[src/rtl/shift_add_mult_ctrl.sv]
// Iterative unsigned WIDTH x WIDTH -> 2*WIDTH shift-add multiplier sequencer.
// One shared carry-bypass adder is reused once per multiplier bit.

module csba_adder #(
  parameter int WIDTH = 32
) (
  input  logic [WIDTH-1:0] x,
  input  logic [WIDTH-1:0] y,
  input  logic             cin,
  output logic [WIDTH-1:0] sum,
  output logic             cout
);

  localparam int NB = WIDTH / 4;

  logic       carry_s;
  logic [3:0] xb_s;
  logic [3:0] yb_s;
  logic [4:0] rsum_s;
  logic       prop_s;

  // Ripple inside each 4-bit block; a fully propagating block forwards its carry-in directly
  always_comb begin
    carry_s = cin;
    sum     = {WIDTH{1'b0}};
    xb_s    = 4'b0000;
    yb_s    = 4'b0000;
    rsum_s  = 5'b00000;
    prop_s  = 1'b0;
    for (int i = 0; i < NB; i++) begin
      xb_s          = x[4*i +: 4];
      yb_s          = y[4*i +: 4];
      rsum_s        = {1'b0, xb_s} + {1'b0, yb_s} + {4'b0000, carry_s};
      sum[4*i +: 4] = rsum_s[3:0];
      prop_s        = &(xb_s ^ yb_s);
      if (prop_s) begin
        carry_s = carry_s;
      end else begin
        carry_s = rsum_s[4];
      end
    end
    cout = carry_s;
  end

endmodule

module shift_add_mult_ctrl #(
  parameter  int WIDTH = 32,
  localparam int CW    = $clog2(WIDTH + 1)
) (
  input  logic               clk,
  input  logic               rst_n,
  input  logic               start,
  input  logic [WIDTH-1:0]   a,
  input  logic [WIDTH-1:0]   b,
  output logic               busy,
  output logic               done,
  output logic [2*WIDTH-1:0] product
);

  typedef enum logic [1:0] {
    IDLE = 2'd0,
    RUN  = 2'd1,
    DONE = 2'd2
  } state_t;

  localparam logic [CW-1:0] LAST_ITER = CW'(WIDTH - 1);

  state_t               state_r;
  state_t               state_next_s;
  logic [WIDTH-1:0]     m_r;
  logic [WIDTH-1:0]     h_r;
  logic [WIDTH-1:0]     q_r;
  logic [CW-1:0]        count_r;
  logic                 busy_r;
  logic                 done_r;
  logic [2*WIDTH-1:0]   product_r;

  logic                 load_s;
  logic                 step_s;
  logic                 last_s;
  logic [WIDTH-1:0]     addend_s;
  logic [WIDTH-1:0]     sum_s;
  logic                 cout_s;

  // Multiplicand is added only when the current multiplier bit is set
  always_comb begin
    addend_s = {WIDTH{1'b0}};
    if (q_r[0]) begin
      addend_s = m_r;
    end else begin
      addend_s = {WIDTH{1'b0}};
    end
  end

  csba_adder #(.WIDTH(WIDTH)) u_adder (
    .x    (h_r),
    .y    (addend_s),
    .cin  (1'b0),
    .sum  (sum_s),
    .cout (cout_s)
  );

  assign last_s = (count_r == LAST_ITER);

  // Next-state and control decode
  always_comb begin
    state_next_s = state_r;
    load_s       = 1'b0;
    step_s       = 1'b0;
    case (state_r)
      IDLE: begin
        if (start) begin
          load_s       = 1'b1;
          state_next_s = RUN;
        end else begin
          state_next_s = IDLE;
        end
      end
      RUN: begin
        step_s = 1'b1;
        if (last_s) begin
          state_next_s = DONE;
        end else begin
          state_next_s = RUN;
        end
      end
      DONE: begin
        if (start) begin
          load_s       = 1'b1;
          state_next_s = RUN;
        end else begin
          state_next_s = IDLE;
        end
      end
      default: begin
        state_next_s = IDLE;
      end
    endcase
  end

  // State register and registered handshake outputs
  always_ff @(posedge clk or negedge rst_n) begin
    if (!rst_n) begin
      state_r <= IDLE;
      busy_r  <= 1'b0;
      done_r  <= 1'b0;
    end else begin
      state_r <= state_next_s;
      busy_r  <= (state_next_s == RUN);
      done_r  <= (state_next_s == DONE);
    end
  end

  // Datapath: operand capture and shift-add iteration; carry-out lands in H's MSB
  always_ff @(posedge clk or negedge rst_n) begin
    if (!rst_n) begin
      m_r     <= {WIDTH{1'b0}};
      h_r     <= {WIDTH{1'b0}};
      q_r     <= {WIDTH{1'b0}};
      count_r <= {CW{1'b0}};
    end else if (load_s) begin
      m_r     <= a;
      h_r     <= {WIDTH{1'b0}};
      q_r     <= b;
      count_r <= {CW{1'b0}};
    end else if (step_s) begin
      h_r     <= {cout_s, sum_s[WIDTH-1:1]};
      q_r     <= {sum_s[0], q_r[WIDTH-1:1]};
      count_r <= count_r + CW'(1);
    end else begin
      m_r     <= m_r;
      h_r     <= h_r;
      q_r     <= q_r;
      count_r <= count_r;
    end
  end

  // Product is written from the final iteration so it is valid alongside done
  always_ff @(posedge clk or negedge rst_n) begin
    if (!rst_n) begin
      product_r <= {(2*WIDTH){1'b0}};
    end else if (step_s && last_s) begin
      product_r <= {cout_s, sum_s, q_r[WIDTH-1:1]};
    end else begin
      product_r <= product_r;
    end
  end

  assign busy    = busy_r;
  assign done    = done_r;
  assign product = product_r;

endmodule

[config.mk]
export PLATFORM = sky130hd
export DESIGN_NAME = shift_add_mult_ctrl
export DESIGN_NICKNAME = d
export VERILOG_FILES = /design/src/rtl/shift_add_mult_ctrl.sv
export SDC_FILE = /design/constraint.sdc
export NUM_CORES = 1
export LEC_CHECK = 0
export ABC_CLOCK_PERIOD_IN_PS = 13500
export CAP_MARGIN = 0
export CORE_MARGIN = 5
export CORE_UTILIZATION = 45
export DETAILED_ROUTE_END_ITERATION = 10
export DONT_BUFFER_PORTS = 1
export GPL_ROUTABILITY_DRIVEN = 0
export PLACE_DENSITY = 0.66
export SYNTH_ARGS = -nofsm -noshare
export SYNTH_HDL_FRONTEND = slang
export SYNTH_SLANG_ARGS = --single-unit
export TNS_END_PERCENT = 10
[constraint.sdc]
create_clock -name clk -period 13.5 [get_ports clk]
set_input_delay 0.675 -clock clk [delete_from_list [all_inputs] [get_ports clk]]
set_output_delay 0.675 -clock clk [all_outputs]
set_load 0.1 [all_outputs]
==> results.cfg <==
[critical_path]
ff2ff_path_depth = 48
endpoint_kind = flip-flop
slowest_delay_ns = 0.95
crit_fanout = 33
critPathSlowestCell = dfrtp_1
r2r-end = product[63]
cp.required_ns = 13.76
cp-start-kind = flip-flop
worstPathArrival_ns = 11.21
r2r-start = q_r[0]
critPathMostFrequentCell = fa_1
crit_type = flip-flop to flip-flop
reg2reg_slack_ns = 2.55

[detailed_routing]
dr.pass1.iters = 4
via_per_inst = 5.23
drtIter0Drc = 248
drt_wl_total_um = 18200
vias = 5669
ant_nets = 0
routedWlPerCell_um = 16.8
drc = 0

[synth]
synth.net_count = 983
synth_seq_cells = 170
ys.warnings.count = 0
synthesis.area_um2 = 8020
yosysSeqAreaShare_pct = 53.0
synth_edf_count = 0
synth_cell_type_count = 43
synth-main-ff-cell = dfrtp_1
synth_cells = 868
synthArstFlopShare_pct = 100
avgSynthCellArea_um2 = 9.24

[global_route]
grt_pass1_vias = 5908
grt_max_degree = 171
grt_first_pass_wirelength_um = 30500
antenna_found_initial = 0
grt_use_total_pct = 18.7
globalRouteOverflowTotal = 0

[clock_tree]
cts_buffers = 17
cts.htree.levels = 4
clock-root-buffer = clkbuf_16
postCtsSetupRepairBufs = 0
cts_tree = done
clock_sinks = 170
clk_latency_ns = 0.43
clkTransAtPathRegs_ns = 0.07
clockBufferDepth = 2

[placed_design]
portBuffers = 0
hpwl_um = 11700

[sta]
timing.hold.ws_ns = 0.290
rsz0062_at_grt = false
fmax_mhz = 91.3
report.final.setup_viol = 0
final-max-slew-violation-count = 0
relSlewSlack_pct = 29.6
worstMarginPinSlew_ns = 1.06
hold_viol_final = 0
timing.final.crit_share_pct = 81.1
fin_crit_ns = 10.95
fin_skew_ns = 0.00848
fin_setup_tns_ns = 0

[floorplan]
io_pins = 133
core_um2 = 17400
dieHeight_um = 144
die_area_um2 = 20600
rows = 48
initial_core_util_pct = 46.0
die_w_um = 144

[finish]
nets = 960
syn_to_final_growth_pct = 9.89
drive_gt1_share_pct = 5.83

[min_path]
min_path_type = input pin to asynchronous set/reset pin

[status]
status = complete, no violations

[flow_run]
cap_violations = 0
## cells in the mapped netlist (2+ instances only)
library cell / count / share of area [%]
o21ai_0: 27 / 1.7
nand2_1: 347 / 16
inv_1: 19 / 0.89
a31oi_1: 34 / 2.7
buf_1: 2 / 0.094
xor2_1: 5 / 0.55
ha_1: 33 / 5.1
a21o_1: 12 / 1.1
o21ai_1: 4 / 0.25
nand4_1: 8 / 0.62
xnor2_1: 12 / 1.3
a22o_1: 19 / 2.1
nor2b_1: 6 / 0.47
mux2_2: 2 / 0.28
nand3_1: 5 / 0.31
nand2b_1: 4 / 0.31
fa_1: 15 / 3.7
buf_2: 10 / 0.62
clkbuf_1: 34 / 1.6
and2_1: 26 / 2.0
nor2_1: 38 / 1.8
dfrtp_1: 170 / 53
a211o_1: 2 / 0.22
a21oi_1: 13 / 0.81
and4_1: 3 / 0.33
## through the flow
step	worst slack [ns]	instance area [µm²]	cells	util, %
3_5_place_dp	2.57	8180	1050	47.0
4_1_cts	2.51	8810	1083	50.6
6_report	2.55	8810	1084	50.6
5_1_grt	1.80	8810	1083	50.6
3_3_place_gp	2.93	8180	1050	47.0
2_1_floorplan	3.74	8020	868	-
## final cells by class
| class | count | area (µm²) |
|---|---|---|
| Antenna cell | 1 | 2.50 |
| Clock buffer | 17 | 425 |
| Clock inverter | 15 | 179 |
| Fill cell | 1607 | 8600 |
| Inverter | 20 | 75.1 |
| Multi-Input combinational cell | 632 | 3550 |
| Sequential cell | 170 | 4250 |
| Tap cell | 225 | 282 |
| Timing Repair Buffer | 4 | 50.0 |
## worst max-delay path: cells and delay by family, from the launching register on
| family | cells | cell delay (ns) |
|---|---|---|
| compound gates | 19 | 3.17 |
| fa+ha+maj | 15 | 5.04 |
| buf+inv | 3 | 0.25 |
| flops | 1 | 0.95 |
| simple gates | 11 | 1.36 |
## cell families (layout without fill, tap and decap cells)
| group | count (synthesis) | count (layout) | share of synthesized area, % |
|---|---|---|---|
| buf+inv | 66 | 56 | 3.24 |
| xor+xnor | 17 | 17 | 1.86 |
| mux | 3 | 3 | 0.406 |
| compound gates | 122 | 122 | 9.98 |
| fa+ha+maj | 48 | 48 | 8.89 |
| other cells | 0 | 1 | 0 |
| simple gates | 442 | 442 | 22.6 |
| flops | 170 | 170 | 53.0 |
## worst max path at each step
| stage | slack [ns] | endpoint | from |
|---|---|---|---|
| 2_1_floorplan | 3.74 | h_r[31] | q_r[0] |
| 3_3_place_gp | 2.93 | product[63] | q_r[0] |
| 3_5_place_dp | 2.57 | product[63] | q_r[0] |
| 4_1_cts | 2.51 | product[63] | q_r[0] |
| 5_1_grt | 1.80 | product[63] | q_r[0] |
| 6_report | 2.55 | product[63] | q_r[0] |
## layer usage
layer  up-vias  wire length [µm]  global-route usage (%)
met5         -                 0                       0
met4         0               142                    4.76
met3        13              1230                    5.36
met2       137              8480                    29.9
met1      2736              8350                    25.5
li1       2783                 -                       -
## cell usage in the layout (no fill, tap or decap), drive strengths merged, types with 2 or more instances in the layout
master  Yosys  routed
nand2     347     347
dfrtp     170     170
nor2       38      38
a31oi      34      34
ha         33      33
o21ai      31      31
inv        20      27
and2       26      26
a22o       19      19
clkbuf     34      17
fa         15      15
a21oi      13      13
a21o       13      13
xnor2      12      12
nand4       9       9
nor2b       6       6
clkinv      0       6
xor2        5       5
nand3       5       5
buf        12       4
nand2b      4       4
and4        3       3
a211o       2       2
mux2        2       2
o21a        2       2
## repair_timing
item | 4_1_cts | 5_1_grt
endpoints found under the hold margin | 170 | 0
resized for setup | 0 | 0
hold buffers | 1 | 0
## flip-flops by register name, indices dropped and copies added, names as in the netlist
register  cells
m_r          32
busy          1
h_r          32
state_r       2
count_r       6
done          1
product      64
q_r          32
Power is left out: the tool's default activity adds up to more than one toggle a clock period on the data nets, which glitch-free logic cannot reach.
